## config.mk

```make
export PLATFORM = sky130hd
export DESIGN_NAME = ktms_fc_cnttbl_flat
export DESIGN_NICKNAME = d
export VERILOG_FILES = /design/src/rtl/ktms_fc_cnttbl_if.sv /design/src/rtl/ktms_fc_cnttbl.sv /design/src/flat_wrapper.sv
export SDC_FILE = /design/constraint.sdc
export NUM_CORES = 1
export LEC_CHECK = 0
export ABC_AREA = 1
export CAP_MARGIN = 20
export CORE_ASPECT_RATIO = 0.5
export CORE_MARGIN = 2
export CORE_UTILIZATION = 35
export CTS_BUF_LIST = sky130_fd_sc_hd__clkbuf_2
export CTS_CLUSTER_DIAMETER = 120
export CTS_CLUSTER_SIZE = 28
export DETAILED_ROUTE_END_ITERATION = 8
export DONT_BUFFER_PORTS = 1
export PLACE_DENSITY = 0.6
export SLEW_MARGIN = 30
export SYNTH_ARGS = -nofsm -noshare
export SYNTH_HDL_FRONTEND = slang
export SYNTH_SLANG_ARGS = --single-unit
export TNS_END_PERCENT = 50
```

## constraint.sdc

```tcl
create_clock -name clk -period 7.64 [get_ports clk]
set_clock_uncertainty 0.1 [all_clocks]
set_input_delay 1.528 -clock clk [delete_from_list [all_inputs] [get_ports clk]]
set_output_delay 1.528 -clock clk [all_outputs]
set_load 0.05 [all_outputs]
```

## src/rtl/ktms_fc_cnttbl_if.sv

```systemverilog
// Handshake/bus bundle for the FC per-ID credit counter table (ktms_fc_cnttbl).
// The slave modport is the table; the master modport is the command-path client.
interface ktms_fc_cnttbl_if #(
  parameter int id_width  = 1,
  parameter int amt_width = 4
);
  // Valid/ready: a request transfers on a rising clk edge where both v and r are 1.
  // A requester that sees r=0 keeps v, id and amt stable until the transfer happens.
  logic                 i_inc_v;
  logic                 i_inc_r;
  logic [id_width-1:0]  i_inc_id;
  logic [amt_width-1:0] i_inc_amt;
  logic                 i_dec_v;
  logic                 i_dec_r;
  logic [id_width-1:0]  i_dec_id;
  logic [amt_width-1:0] i_dec_amt;
  logic [id_width-1:0]  i_rd_a;
  logic                 o_rd_z;
  logic                 o_init_done;
  logic                 o_err_v;
  logic                 o_err_ovf;
  logic [id_width-1:0]  o_err_id;

  modport slave (
    input  i_inc_v, i_inc_id, i_inc_amt,
    input  i_dec_v, i_dec_id, i_dec_amt,
    input  i_rd_a,
    output i_inc_r, i_dec_r,
    output o_rd_z, o_init_done, o_err_v, o_err_ovf, o_err_id
  );

  modport master (
    output i_inc_v, i_inc_id, i_inc_amt,
    output i_dec_v, i_dec_id, i_dec_amt,
    output i_rd_a,
    input  i_inc_r, i_dec_r,
    input  o_rd_z, o_init_done, o_err_v, o_err_ovf, o_err_id
  );
endinterface

```

## src/rtl/ktms_fc_cnttbl.sv

```systemverilog
// Per-ID outstanding-credit counter table: 2-stage read/modify/write with s2->s1 bypass,
// post-reset clear sweep, saturate/clamp with error report. Option macro: KTMS_FC_CNTTBL_ERRHOLD_EN.
module ktms_fc_cnttbl #(
  parameter int id_width  = 1,
  parameter int width     = 8,
  parameter int amt_width = 4
) (
  input  logic               clk,
  input  logic               reset_n,
  ktms_fc_cnttbl_if.slave    bus,
  output logic               o_dbg_state
);

  localparam int DEPTH = 1 << id_width;

  typedef enum logic {S_INIT = 1'b0, S_RUN = 1'b1} state_t;

  state_t               state_q, state_d;
  logic [id_width-1:0]  sweep_q, sweep_d;

  logic [width-1:0]     cnt_q [DEPTH];

  logic                 s2_v_q;
  logic [id_width-1:0]  s2_id_q;
  logic [amt_width-1:0] s2_inc_q, s2_dec_q;
  logic [width-1:0]     s2_cnt_q;

  logic [DEPTH-1:0]     nz_q, nz_d;

  logic                 err_v_q, err_v_d;
  logic                 err_ovf_q, err_ovf_d;
  logic [id_width-1:0]  err_id_q, err_id_d;

  logic                 run;
  logic                 inc_xfer, dec_xfer;
  logic                 s1_v;
  logic [id_width-1:0]  s1_id;
  logic [amt_width-1:0] s1_inc, s1_dec;
  logic [width-1:0]     s1_rd;

  logic [width+1:0]     sum;
  logic                 s2_ovf, s2_unf, s2_err;
  logic [width-1:0]     s2_res;

  // Init FSM: walk every entry once writing zero, then serve requests.
  always_comb begin
    state_d = state_q;
    sweep_d = sweep_q;
    if (state_q == S_INIT) begin
      sweep_d = sweep_q + 1'b1;
      if (sweep_q == {id_width{1'b1}}) begin
        state_d = S_RUN;
      end
    end
  end

  assign run         = (state_q == S_RUN);
  assign o_dbg_state = logic'(state_q);

  assign bus.i_inc_r = run;
  // Only differing IDs collide; same-ID inc+dec is merged into one pipeline op.
  assign bus.i_dec_r = run & ~(bus.i_inc_v & bus.i_dec_v & (bus.i_inc_id != bus.i_dec_id));

  assign inc_xfer = bus.i_inc_v & bus.i_inc_r;
  assign dec_xfer = bus.i_dec_v & bus.i_dec_r;

  always_comb begin
    s1_v   = inc_xfer | dec_xfer;
    s1_id  = inc_xfer ? bus.i_inc_id : bus.i_dec_id;
    s1_inc = inc_xfer ? bus.i_inc_amt : '0;
    s1_dec = dec_xfer ? bus.i_dec_amt : '0;
    s1_rd  = (s2_v_q && (s2_id_q == s1_id)) ? s2_res : cnt_q[s1_id];
  end

  // Two guard bits: bit width flags overflow, bit width+1 flags a negative result.
  always_comb begin
    sum    = {2'b00, s2_cnt_q}
           + {{(width + 2 - amt_width){1'b0}}, s2_inc_q}
           - {{(width + 2 - amt_width){1'b0}}, s2_dec_q};
    s2_unf = sum[width+1];
    s2_ovf = ~sum[width+1] & sum[width];
    s2_err = s2_v_q & (s2_ovf | s2_unf);
    if (s2_unf) begin
      s2_res = '0;
    end else if (s2_ovf) begin
      s2_res = '1;
    end else begin
      s2_res = sum[width-1:0];
    end
  end

  // Clear first, then early set, so a same-cycle inc to the same ID keeps the flag up.
  always_comb begin
    nz_d = nz_q;
    if (s2_v_q && (s2_res == '0)) begin
      nz_d[s2_id_q] = 1'b0;
    end
    if (inc_xfer && (bus.i_inc_amt != '0)) begin
      nz_d[bus.i_inc_id] = 1'b1;
    end
  end

  always_comb begin
    err_v_d   = err_v_q;
    err_ovf_d = err_ovf_q;
    err_id_d  = err_id_q;
`ifdef KTMS_FC_CNTTBL_ERRHOLD_EN
    if (!err_v_q && s2_err) begin
      err_v_d   = 1'b1;
      err_ovf_d = s2_ovf;
      err_id_d  = s2_id_q;
    end
`else
    err_v_d = s2_err;
    if (s2_err) begin
      err_ovf_d = s2_ovf;
      err_id_d  = s2_id_q;
    end
`endif
  end

  always_ff @(posedge clk or negedge reset_n) begin
    if (!reset_n) begin
      state_q   <= S_INIT;
      sweep_q   <= '0;
      s2_v_q    <= 1'b0;
      s2_id_q   <= '0;
      s2_inc_q  <= '0;
      s2_dec_q  <= '0;
      s2_cnt_q  <= '0;
      nz_q      <= '0;
      err_v_q   <= 1'b0;
      err_ovf_q <= 1'b0;
      err_id_q  <= '0;
    end else begin
      state_q   <= state_d;
      sweep_q   <= sweep_d;
      s2_v_q    <= s1_v;
      s2_id_q   <= s1_id;
      s2_inc_q  <= s1_inc;
      s2_dec_q  <= s1_dec;
      s2_cnt_q  <= s1_rd;
      nz_q      <= nz_d;
      err_v_q   <= err_v_d;
      err_ovf_q <= err_ovf_d;
      err_id_q  <= err_id_d;
    end
  end

  // Counter storage is RAM-like (no reset); the init sweep provides the cleared state.
  always_ff @(posedge clk) begin
    if (!run) begin
      cnt_q[sweep_q] <= '0;
    end else if (s2_v_q) begin
      cnt_q[s2_id_q] <= s2_res;
    end
  end

  assign bus.o_rd_z      = ~nz_q[bus.i_rd_a];
  assign bus.o_init_done = run;
  assign bus.o_err_v     = err_v_q;
  assign bus.o_err_ovf   = err_ovf_q;
  assign bus.o_err_id    = err_id_q;

endmodule

```

## src/flat_wrapper.sv

```systemverilog
// flat-port wrapper written by rule: the top's interface ports become plain ports
module ktms_fc_cnttbl_flat 
#(
  parameter int id_width  = 1,
  parameter int width     = 8,
  parameter int amt_width = 4
)
  (clk, reset_n, o_dbg_state, bus_i_inc_v, bus_i_inc_id, bus_i_inc_amt, bus_i_dec_v, bus_i_dec_id, bus_i_dec_amt, bus_i_rd_a, bus_i_inc_r, bus_i_dec_r, bus_o_rd_z, bus_o_init_done, bus_o_err_v, bus_o_err_ovf, bus_o_err_id);
  ktms_fc_cnttbl_if #(.id_width(id_width), .amt_width(amt_width)) bus_i ();
  input  logic clk;
  input  logic reset_n;
  output logic o_dbg_state;
  input wire logic [$bits(bus_i.i_inc_v)-1:0] bus_i_inc_v;
  input wire logic [$bits(bus_i.i_inc_id)-1:0] bus_i_inc_id;
  input wire logic [$bits(bus_i.i_inc_amt)-1:0] bus_i_inc_amt;
  input wire logic [$bits(bus_i.i_dec_v)-1:0] bus_i_dec_v;
  input wire logic [$bits(bus_i.i_dec_id)-1:0] bus_i_dec_id;
  input wire logic [$bits(bus_i.i_dec_amt)-1:0] bus_i_dec_amt;
  input wire logic [$bits(bus_i.i_rd_a)-1:0] bus_i_rd_a;
  output wire logic [$bits(bus_i.i_inc_r)-1:0] bus_i_inc_r;
  output wire logic [$bits(bus_i.i_dec_r)-1:0] bus_i_dec_r;
  output wire logic [$bits(bus_i.o_rd_z)-1:0] bus_o_rd_z;
  output wire logic [$bits(bus_i.o_init_done)-1:0] bus_o_init_done;
  output wire logic [$bits(bus_i.o_err_v)-1:0] bus_o_err_v;
  output wire logic [$bits(bus_i.o_err_ovf)-1:0] bus_o_err_ovf;
  output wire logic [$bits(bus_i.o_err_id)-1:0] bus_o_err_id;
  assign bus_i.i_inc_v = bus_i_inc_v;
  assign bus_i.i_inc_id = bus_i_inc_id;
  assign bus_i.i_inc_amt = bus_i_inc_amt;
  assign bus_i.i_dec_v = bus_i_dec_v;
  assign bus_i.i_dec_id = bus_i_dec_id;
  assign bus_i.i_dec_amt = bus_i_dec_amt;
  assign bus_i.i_rd_a = bus_i_rd_a;
  assign bus_i_inc_r = bus_i.i_inc_r;
  assign bus_i_dec_r = bus_i.i_dec_r;
  assign bus_o_rd_z = bus_i.o_rd_z;
  assign bus_o_init_done = bus_i.o_init_done;
  assign bus_o_err_v = bus_i.o_err_v;
  assign bus_o_err_ovf = bus_i.o_err_ovf;
  assign bus_o_err_id = bus_i.o_err_id;
  ktms_fc_cnttbl #(.id_width(id_width), .width(width), .amt_width(amt_width)) u_core (.clk(clk), .reset_n(reset_n), .bus(bus_i), .o_dbg_state(o_dbg_state));
endmodule
```

==> results.cfg <==
[timing]
period_needed_ps = 3666
slew_viol_final = 0
rsz0062_at_grt = false
setup_viol = 0
slew_headroom_pct = 48.79
worst_pin_slew_ps = 768.2
hold_violations = 0
fmax_mhz = 272.8
timing.setup.tns_ps = 0
timing.final.crit_share_pct = 47.98

[placed_design]
numPortBuffers = 0
dp.cells = 375
dp_hpwl_mm = 3.707
gp_congestion = 0.8757

[die]
fp.dieW_um = 119.6
dieArea_um2 = 7391
rows = 20
io_pins = 23
start_util_pct = 37.38
core_area_um2 = 6256
die_y_um = 61.80

[power_and_ir_drop]
leakagePower_uw = 0.001283
ir_drop_mv = 0.1924
power.density_nw_per_um2 = 405.3
power_uw = 1006

[clock_tree]
ctsHoldBuffers = 0
postCtsResizedCells = 0
cts_tree = done
path_clk_slew_ps = 220
clock-sinks = 41
cts_made_buffers = 5
cts_htree_levels = 2
insertion_delay_ps = 420
postCtsSetupRepairBufs = 0
cts_buffer_depth = 2
clockRootBuffer = clkbuf_2

[finish]
stdcell_count = 383
area_growth_pct = 6.153
drive_above_1_share_pct = 13.90
diodes = 0
nFillCells = 643
final_common_cell = nand2_1
nets = 319
mostFrequentLayoutCells = nand2_1, inv_1, nor2_1, dfrtp_1, nand3_1

[yosys]
yosysTopAreaCellShare_pct = 26.75
ys.warnings.count = 0
synthSimpleGateAreaFrac_pct = 27.88
syn_area_um2 = 2338
synth_largest_area_cell = dfrtp_1
synth_cell_type_count = 25
synth_compound_area_share_pct = 7.277
muxShareOfSynthArea_pct = 0
syn_nets = 313
synth.area.top_cells = dfrtp_1, edfxtp_1, nand2_1
postSynthAreaPerCell_um2 = 8.120
yosys.area_share.xor_xnor_pct = 1.873
ys_seq_elements = 41
ys_seq_area_share_pct = 47.30
syn_inst = 288
synth_fa_ha_area_share_pct = 5.993
synth_top_family_by_area = simple AND/OR/NAND/NOR gates

[route]
wl_met1_mm = 2.351
wire_per_inst_um = 11.90
wl_met3_um = 135
remaining_drc_errors = 0
firstDrtPassIters = 4
wl_met2_mm = 2.035
postRouteAntennaNets = 0
num_vias = 1767
drt_iter0_markers = 57
wirelength_mm = 4.559
top_layer = met4
via_per_inst = 4.614

[worst_setup_path]
r2r-start = u_core.s2_cnt_q[0]
reg2regPathDepth = 19
criticalPathCategory = in2out
startpoint = bus_i_dec_id
r2r_end = u_core.nz_q[0]
arrival_ps = 2040
cp-endpoint = bus_i_dec_r
rrSetupSlack_ps = 4330
startpoint_type = primary input
cp-end-kind = output pin
worstPathRequired_ps = 6010
critPathMaxFanout = 2

[global_routing]
first_global_vias = 1759
gr-total-overflow = 0
antenna_found_initial = 0
grt.total_usage_pct = 13.52
grt_max_degree = 26
grt_pass1_wl_mm = 7.700

[worst_hold_path]
hp-class = reg2reg

[run_status]
status = finished clean

[job]
maxCapViolCount = 0
-- stage by stage --
| step | hold WS [ps] | instance area, um2 | util (%) | setup slack (ps) |
|---|---|---|---|---|
| after detailed placement | 361.3 | 2436 | 38.94 | 3970 |
| after CTS | 410.9 | 2482 | 39.68 | 3970 |
| after global placement | 353.8 | 2436 | 38.94 | 4002 |
| after floorplan | 341.6 | 2338 | - | 3398 |
| final | 407.6 | 2482 | 39.68 | 3974 |
| after global routing | 451.4 | 2482 | 39.68 | 3947 |
-- power breakdown --
part	internal, uW	leakage [uW]	switching (uW)	total (uW)
registers	324	0.000458	58.6	383
clock network	23.1	0.0000294	74.0	97.0
logic	176	0.000796	350	526
-- cell type report --
class,instances,area (um2),area share [%]
flip-flops and latches,41,1106,44.56
multi-input cells,193,1006,40.52
inverters,49,183.9,7.409
well taps,88,110.1,4.436
repair buffers,4,30.03,1.210
clock buffers,5,25.02,1.008
clock inverters,3,21.27,0.8569
-- cells by family after synthesis --
kind of cell,count (synthesis)
xor gates and xnor gates,5
adders and majority gates,10
and+or+nand+nor,147
buffers and inverters,54
AOI/OAI and AO/OA,31
DFF,41
-- how the worst min path moves through the flow --
stage / slack, ps / start / to / cells past startpoint
final: 410 / u_core.sweep_q / u_core.sweep_q / 2
after global routing: 450 / u_core.nz_q[1] / u_core.nz_q[1] / 2
after CTS: 410 / u_core.sweep_q / u_core.sweep_q / 2
after detailed placement: 360 / u_core.sweep_q / u_core.sweep_q / 2
after global placement: 350 / u_core.sweep_q / u_core.sweep_q / 2
after floorplan: 340 / u_core.sweep_q / u_core.sweep_q / 2
-- routing by layer --
metal,vias to the layer above,GRT usage [%]
met3,4,3.467
li1,918,-
met1,821,17.16
met5,-,0
met4,0,4.202
met2,24,23.59
-- cells in the mapped netlist, drive strengths merged --
master	instances
nand2	90
inv	49
nor2	30
dfrtp	25
nand3	24
o21ai	18
edfxtp	16
ha	8
a21oi	7
a31oi	6
buf	5
xnor2	4
fa	2
nand4	2
or2	1
xor2	1
-- worst max-delay path, stage by stage --
cell,delay [ps]
xor2_1,140
a31oi_1,140
buf_4,230
-- state kept, by name, indices dropped and copies added (netlist names), 2 cells and up --
register,cells
u_core.nz_q,2
u_core.s2_inc_q,4
u_core.s2_dec_q,4
u_core.cnt_q,16
u_core.s2_cnt_q,8
No activity file was read; power rests on OpenSTA's default activity.
